[config.mk]
export PLATFORM = sky130hd
export DESIGN_NAME = imem_loader
export DESIGN_NICKNAME = d
export VERILOG_FILES = /design/src/rtl/imem_loader.sv
export SDC_FILE = /design/constraint.sdc
export NUM_CORES = 1
export LEC_CHECK = 0
export ABC_AREA = 0
export CORE_MARGIN = 8
export CORE_UTILIZATION = 55
export CTS_CLUSTER_SIZE = 25
export DETAILED_ROUTE_END_ITERATION = 16
export PLACE_DENSITY = 0.83
export REMOVE_ABC_BUFFERS = 1
export SYNTH_ARGS = -nofsm -noshare
export SYNTH_HDL_FRONTEND = slang
export SYNTH_SLANG_ARGS = --single-unit
[constraint.sdc]
create_clock -name clk -period 3.05 [get_ports clk]
set_clock_uncertainty 0.15 [all_clocks]
set_input_delay 0.4575 -clock clk [delete_from_list [all_inputs] [get_ports clk]]
set_output_delay 0.4575 -clock clk [all_outputs]
set_load 0.01 [all_outputs]
[src/rtl/imem_loader.sv]
// Writable 32 x 13-bit instruction store for the processor, filled at run time
// from a valid/ready word stream; fetch reads combinationally and sees NOP while loading.
module imem_loader #(
    parameter int DATA_W = 13,
    parameter int ADDR_W = 5,
    parameter int DEPTH  = 32
) (
    input  logic              clk,
    input  logic              rst_n,
    input  logic              load_start,
    input  logic [ADDR_W:0]   load_len,
    input  logic              in_valid,
    input  logic [DATA_W-1:0] in_data,
    output logic              in_ready,
    input  logic [ADDR_W-1:0] fetch_addr,
    output logic [DATA_W-1:0] fetch_instr,
    output logic              cpu_hold,
    output logic              done,
    output logic              err,
    output logic [ADDR_W:0]   loaded_len
);

    localparam int LEN_W = ADDR_W + 1;
    localparam logic [LEN_W-1:0] DEPTH_L    = LEN_W'(DEPTH);
    localparam logic [LEN_W-1:0] LAST_CLR_L = LEN_W'(DEPTH - 1);

    typedef enum logic [1:0] {
        IDLE  = 2'd0,
        CLEAR = 2'd1,
        LOAD  = 2'd2,
        DONE  = 2'd3
    } state_t;

    state_t            state_r, state_s;
    logic [LEN_W-1:0]  len_r, len_s;
    logic [LEN_W-1:0]  wr_ptr_r, wr_ptr_s;
    logic [LEN_W-1:0]  clr_ptr_r, clr_ptr_s;
    logic              done_r, done_s;
    logic              err_r, err_s;
    logic [LEN_W-1:0]  loaded_len_r, loaded_len_s;
    logic [LEN_W-1:0]  wr_ptr_nx_s;
    logic              len_ok_s;
    logic              we_s;
    logic [ADDR_W-1:0] waddr_s;
    logic [DATA_W-1:0] wdata_s;
    logic [DATA_W-1:0] mem_r [DEPTH];

    assign len_ok_s    = (load_len != LEN_W'(0)) && (load_len <= DEPTH_L);
    assign wr_ptr_nx_s = wr_ptr_r + LEN_W'(1);

    // Next-state, counter and write-port decode
    always_comb begin
        state_s      = state_r;
        len_s        = len_r;
        wr_ptr_s     = wr_ptr_r;
        clr_ptr_s    = clr_ptr_r;
        loaded_len_s = loaded_len_r;
        done_s       = 1'b0;
        err_s        = 1'b0;
        we_s         = 1'b0;
        waddr_s      = '0;
        wdata_s      = '0;
        case (state_r)
            IDLE: begin
                if (load_start) begin
                    if (len_ok_s) begin
                        len_s     = load_len;
                        wr_ptr_s  = '0;
                        clr_ptr_s = '0;
                        state_s   = CLEAR;
                    end else begin
                        err_s = 1'b1;
                    end
                end else begin
                    state_s = IDLE;
                end
            end
            CLEAR: begin
                // Wipe the whole store so entries beyond the new program read as NOP
                we_s    = 1'b1;
                waddr_s = clr_ptr_r[ADDR_W-1:0];
                wdata_s = '0;
                if (clr_ptr_r == LAST_CLR_L) begin
                    clr_ptr_s = '0;
                    state_s   = LOAD;
                end else begin
                    clr_ptr_s = clr_ptr_r + LEN_W'(1);
                end
            end
            LOAD: begin
                if (in_valid) begin
                    we_s     = 1'b1;
                    waddr_s  = wr_ptr_r[ADDR_W-1:0];
                    wdata_s  = in_data;
                    wr_ptr_s = wr_ptr_nx_s;
                    if (wr_ptr_nx_s == len_r) begin
                        done_s       = 1'b1;
                        loaded_len_s = len_r;
                        state_s      = DONE;
                    end else begin
                        state_s = LOAD;
                    end
                end else begin
                    state_s = LOAD;
                end
            end
            DONE: begin
                state_s = IDLE;
            end
            default: begin
                state_s = IDLE;
            end
        endcase
    end

    // Control registers
    always_ff @(posedge clk or negedge rst_n) begin
        if (!rst_n) begin
            state_r      <= IDLE;
            len_r        <= '0;
            wr_ptr_r     <= '0;
            clr_ptr_r    <= '0;
            done_r       <= 1'b0;
            err_r        <= 1'b0;
            loaded_len_r <= '0;
        end else begin
            state_r      <= state_s;
            len_r        <= len_s;
            wr_ptr_r     <= wr_ptr_s;
            clr_ptr_r    <= clr_ptr_s;
            done_r       <= done_s;
            err_r        <= err_s;
            loaded_len_r <= loaded_len_s;
        end
    end

    // Instruction store; deliberately not reset so a reset keeps existing contents
    always_ff @(posedge clk) begin
        if (we_s) begin
            mem_r[waddr_s] <= wdata_s;
        end
    end

    assign in_ready    = (state_r == LOAD);
    assign cpu_hold    = (state_r != IDLE);
    assign done        = done_r;
    assign err         = err_r;
    assign loaded_len  = loaded_len_r;
    assign fetch_instr = cpu_hold ? '0 : mem_r[fetch_addr];

endmodule

* After elaboration in Yosys (flattened, before gate mapping)
Memory sizes are Yosys's and may differ from the RTL's.
Cells that the tools add are included.
** Word-level totals
- Memories kept :: 1
- Logic and storage cells :: 59
- Bits in writable memories :: 416
- Register bits after elaboration :: 28
** Operators by class
- Eq/ne operators :: 10
- $add $sub $neg :: 2
- Reduce and logical (&&, ||, !) cells :: 11
- Mux-type cells :: 27
- $lt $le $gt $ge :: 1
** Memories
- mem_r :: depth 32, width 13, read ports 1, clocked after memory_dff 0, write ports 1, RTL line 46 : logic [DATA_W-1:0] mem_r [DEPTH];
** Operators with widths (count)
- two-way mux 13 bit :: 3
- two-way mux 6 bit :: 4
- one-hot mux 6 bit (2 select lines) :: 2
- adder 6 x 1 -> 6 bit, second input constant :: 2
- two-way mux 1 bit :: 10
- one-hot mux 5 bit (2 select lines) :: 1
- AND reduction 3 bit :: 3
- two-way mux 2 bit :: 4
- inequality test 2 bit, second input constant :: 4
- one-hot mux 2 bit (4 select lines) :: 1
- == test 6 x 5 -> 1 bit, second input constant :: 1
- == test 6 bit :: 1
- less-or-equal comparator 6 bit, second input constant :: 1
- nonzero test 2 bit :: 3
- nonzero test 6 bit :: 1
- two-way mux 5 bit :: 1
- == test 2 bit, second input constant :: 2
- AND reduction 4 bit :: 1
- inequality test 3 bit, second input constant :: 1
- == test 2 x 1 -> 1 bit, second input constant :: 1
- logical NOT 2 bit :: 1
- one-hot mux 1 bit (2 select lines) :: 1
- AND reduction 2 bit :: 1
- logical AND 1 bit :: 1

* Longest topological paths before layout
Gate-level depths: netlist (run 1).
- Word-level depth :: 5
- Mapped depth :: 9

* Worst setup path before layout (run 1)
OpenSTA, ideal clock, no wires.
- Path type :: register to register
- Start :: register state_r[0]
- End :: memory mem_r[0][0] (enable)
- Path buffers :: 1
- Data required time :: 2.518 ns
- Cell stages (with the launch flop) :: 9
- Period minus slack after synthesis :: 2.648 ns
- Data arrival time :: 2.116 ns
- Slack :: 0.402 ns
- Library setup time :: 0.382 ns
- Path through :: dfrtp_1 > inv_1 > ha_1 > and2_1 > clkbuf_2 > a22o_1 > nor2_1 > nand3_1 > nor2_1
** On the way
- Longest elaborated chain between the ends :: 4
- Elaborated cells between the ends (all ways) :: 6
- Those cells by class :: 2 x eq/ne; 4 x mux
** RTL lines
- start, declared :: RTL line 34 : state_t state_r, state_s;
- start signal, assigned :: RTL line 127 : state_r <= state_s;
- == test 2 bit (*)
- named net in_ready :: RTL line 14 : output logic in_ready,
- one-hot mux 1 bit (2 select lines) :: RTL line 63 : case (state_r)
- two-way mux 1 bit :: RTL line 139 : if (we_s) begin
- two-way mux 1 bit (not written as such) :: RTL line 140 : mem_r[waddr_s] <= wdata_s;
- end, declared :: RTL line 46
Mark *: on every way through the listed nets, which the timed path passes. The rest lies on a longest branch.

* Final worst setup path (run 1)
- Start :: memory mem_r[21][5]
- End :: output fetch_instr[5]
** On the way
- Longest elaborated chain between the ends :: 2
** RTL lines
- memory read (32 x 13 bit)
- two-way mux 13 bit :: RTL line 149 : assign fetch_instr = cpu_hold ? '0 : mem_r[fetch_addr];
- end, declared :: RTL line 16 : output logic [DATA_W-1:0] fetch_instr,
Every way passes these cells.

==> flow_summary.yaml, run 1 <==
placed_design:
  place_inst: 1461
  numPortBuffers: 50
  place_congestion: 0.832
  place_hpwl_um: 25700
clock_network:
  clk_pin_slew_ns: 0.06
  worst_skew_pair.late_latency_ns: 0.53
  cts-htree-levels: 2
  cts_buffer_depth: 3
  cts_buffers: 44
  cts_tree: "done"
  clock_sinks: 444
  cts-root-buf: "clkbuf_16"
  cts_hold_buf: 0
routing:
  drt-total-wl_um: 44500
  via_count: 9758
  drc_errors: 0
  initialDrtViolationCount: 1267
  drt-vias-per-instance: 6.32
  firstDrtPassIters: 6
  drt-wirelength-per-cell_um: 28.8
  antenna_left: 0
timing:
  period_needed_ns: 3.05
  rsz0062_at_grt: "true"
  fin_crit_sh_pct: 99.9
  max_freq_mhz: 328
  max_slew.worst_pin.slew_ns: 0.717
  setup_viol: 0
  slew_headroom_pct: 51.8
  drv_slew: 0
  finalSetupTns_ns: 0
  hold_viol: 0
logic_synthesis:
  ys_seq_area_share_pct: 73.7
  syn_inst: 908
  synth-seq-cells: 444
  synth.avg_cell_area_um2: 19.7
  yosysWarnings: 0
  synth_flop_cell: "edfxtp_1"
  async_flop_share_pct: 6.31
  synth.distinct_cells: 52
  syn_area_um2: 17900
  synth_edf_count: 416
worst_setup_path:
  cp-startpoint: "mem_r[21][5]$_DFFE_PP_"
  path_cells: "mux4_2 -> mux4_2 -> o22ai_4 -> nor2_1 -> buf_2"
  worstPathRequired_ns: 2.44
  cp_top_family: "multiplexers"
  cp-end-kind: "output pin"
  arrival_ns: 2.44
  r2r_slack_ns: 0.28
  critical_path_buf_inv_count: 1
  reg2reg_to: "mem_r[3][1]$_DFFE_PP_"
  crit_top_cell: "mux4_2"
  reg2reg_depth: 8
  max_stage_delay_ns: 0.54
  crit_fanout: 1
  cpMaxStageDelayCell: "mux4_2"
  worstSetupPathType: "reg -> out"
  r2r_start: "state_r[0]$_DFFE_PN0P_"
  startpoint_type: "register"
power_and_ir_drop:
  power_density_nw_per_um2: 592
  swShare_pct: 19.1
  power.internal_mw: 10.3
  p_seq_share_pct: 51.3
  p_leak_nw: 6.29
  comb_power_share_pct: 2.8
  total_power_mw: 12.8
  pwr-share-clk_pct: 45.9
  ir_drop_mv: 0.329
  switchingPower_mw: 2.44
status:
  status: "finished clean"
layout:
  drive_above_1_share_pct: 33.5
  area_delta_synth_final_pct: 20.7
  fin_cells: 1545
  layout_common_cells: "edfxtp_1, mux4_2, buf_4"
  layout_commonest_cell: "edfxtp_1"
  fin_nets: 1102
floorplanning:
  row_count: 66
  initial_utilization_pct: 55.5
  core_um2: 32300
  die-area_um2: 38600
  io_pins: 51
  die_w_um: 196
  die_h_um: 196
grt:
  grt_max_degree: 33
  overflow: 0
  antenna_found_initial: 5
  grt_pass1_wl_um: 65700
  grtUsageTotal_pct: 23.2
  grt_pass1_vias: 10069
worst_hold_path:
  hold_path_class: "in -> async"
job:
  maxCapViolations: 0
==> worst max path at each step <==
stage	to	slack [ns]	cells after the start
2_1_floorplan	mem_r[16][0]$_DFFE_PP_	0.18	7
6_report	fetch_instr[5]	0.002	5
3_3_place_gp	fetch_instr[6]	-0.39	11
4_1_cts	fetch_instr[3]	-0.02	5
3_5_place_dp	fetch_instr[10]	-0.39	10
5_1_grt	fetch_instr[3]	-0.06	5
==> flip-flops by register name (all words and copies together) (netlist names) <==
| register | count |
|---|---|
| clr_ptr_r | 6 |
| err | 1 |
| len_r | 6 |
| loaded_len | 6 |
| state_r | 2 |
| mem_r | 416 |
| done | 1 |
| wr_ptr_r | 6 |
==> layout make-up <==
class	instances	area (µm²)
diodes	1	2.50
clock buffers	53	1180
clock inverters	27	403
fillers	1911	10700
inverters	7	26.3
multi-input cells	412	4550
flip-flops and latches	444	13200
well taps	442	553
repair buffers	159	1710
==> Yosys cell counts, drive strengths merged, types with 2 or more instances <==
cell,instances,area (µm²)
edfxtp,416,12500
mux4,91,2090
mux2,50,563
nor2,48,180
buf,30,204
dfrtp,28,701
o22ai,27,169
mux2i,26,260
o21ai,25,129
nand2,23,86.3
clkbuf,15,57.6
and3,14,87.6
a221oi,13,114
nand3,13,65.1
nor2b,11,68.8
a22o,7,61.3
inv,7,26.3
nand2b,7,43.8
nor3,7,40.0
or2,7,46.3
ha,6,75.1
xnor2,5,43.8
and2,4,25.0
o31ai,4,45.1
xor2,4,35.0
a22oi,3,22.5
a221o,2,20.0
nand4,2,12.5
==> cells by family after synthesis <==
group / share of synthesized area (%)
flip-flops: 73.7
multiplexers: 16.3
AND/OR/NAND/NOR: 3.97
AO/OA/AOI/OAI: 3.50
buffers and inverters: 1.61
XOR/XNOR: 0.566
adder cells (fa/ha/maj): 0.419
==> through the flow <==
step	area, µm²	util, %	hold WS (ns)	worst slack (ns)
finish	21600	66.9	0.173	0.00218
floorplan	17600	-	0.0119	0.181
global placement	19900	61.7	0.320	-0.387
detailed placement	19900	61.7	0.331	-0.394
CTS	21600	66.9	0.166	-0.0229
global route	21600	66.9	0.206	-0.0626
==> power by group through the flow <==
stage / combinational, mW / clock, mW / sequential (mW)
2_1_floorplan: 0.0974 / 0 / 6.69
3_3_place_gp: 0.323 / 0 / 6.69
3_5_place_dp: 0.330 / 0 / 6.69
4_1_cts: 0.356 / 5.90 / 6.56
5_1_grt: 0.374 / 6.16 / 6.56
6_report: 0.358 / 5.87 / 6.56
==> per-layer routing <==
metal  share of wire, %  track usage [%]  wire length (µm)  vias up
met4                3.4             9.15              1520        4
met2                 50             37.9             22100      648
met1                 37             29.8             16300     4962
met3                 10             5.49              4470      106
li1                   -                -                 -     4038
met5              0.074                0                33        -
==> timing repair <==
action | 4_1_cts | 5_1_grt
pin swaps | 12 | 7
setup buffers | 2 | 0
gates resized for setup | 84 | 13
setup endpoints to repair | 13 | 10
gates cloned | 1 | 0
Note: power is estimated with default switching activity, not from simulation.
==> inputs of run 2 (changes only) <==
- CAP_MARGIN: unset -> 20
==> results of run 2 <==
No change in the layout: final DEF, timing and power equal those of run 1.
==> inputs of run 3 (changes only) <==
- SLEW_MARGIN: unset -> 20
==> results of run 3 <==
No change in the layout: final DEF, timing and power equal those of run 1.
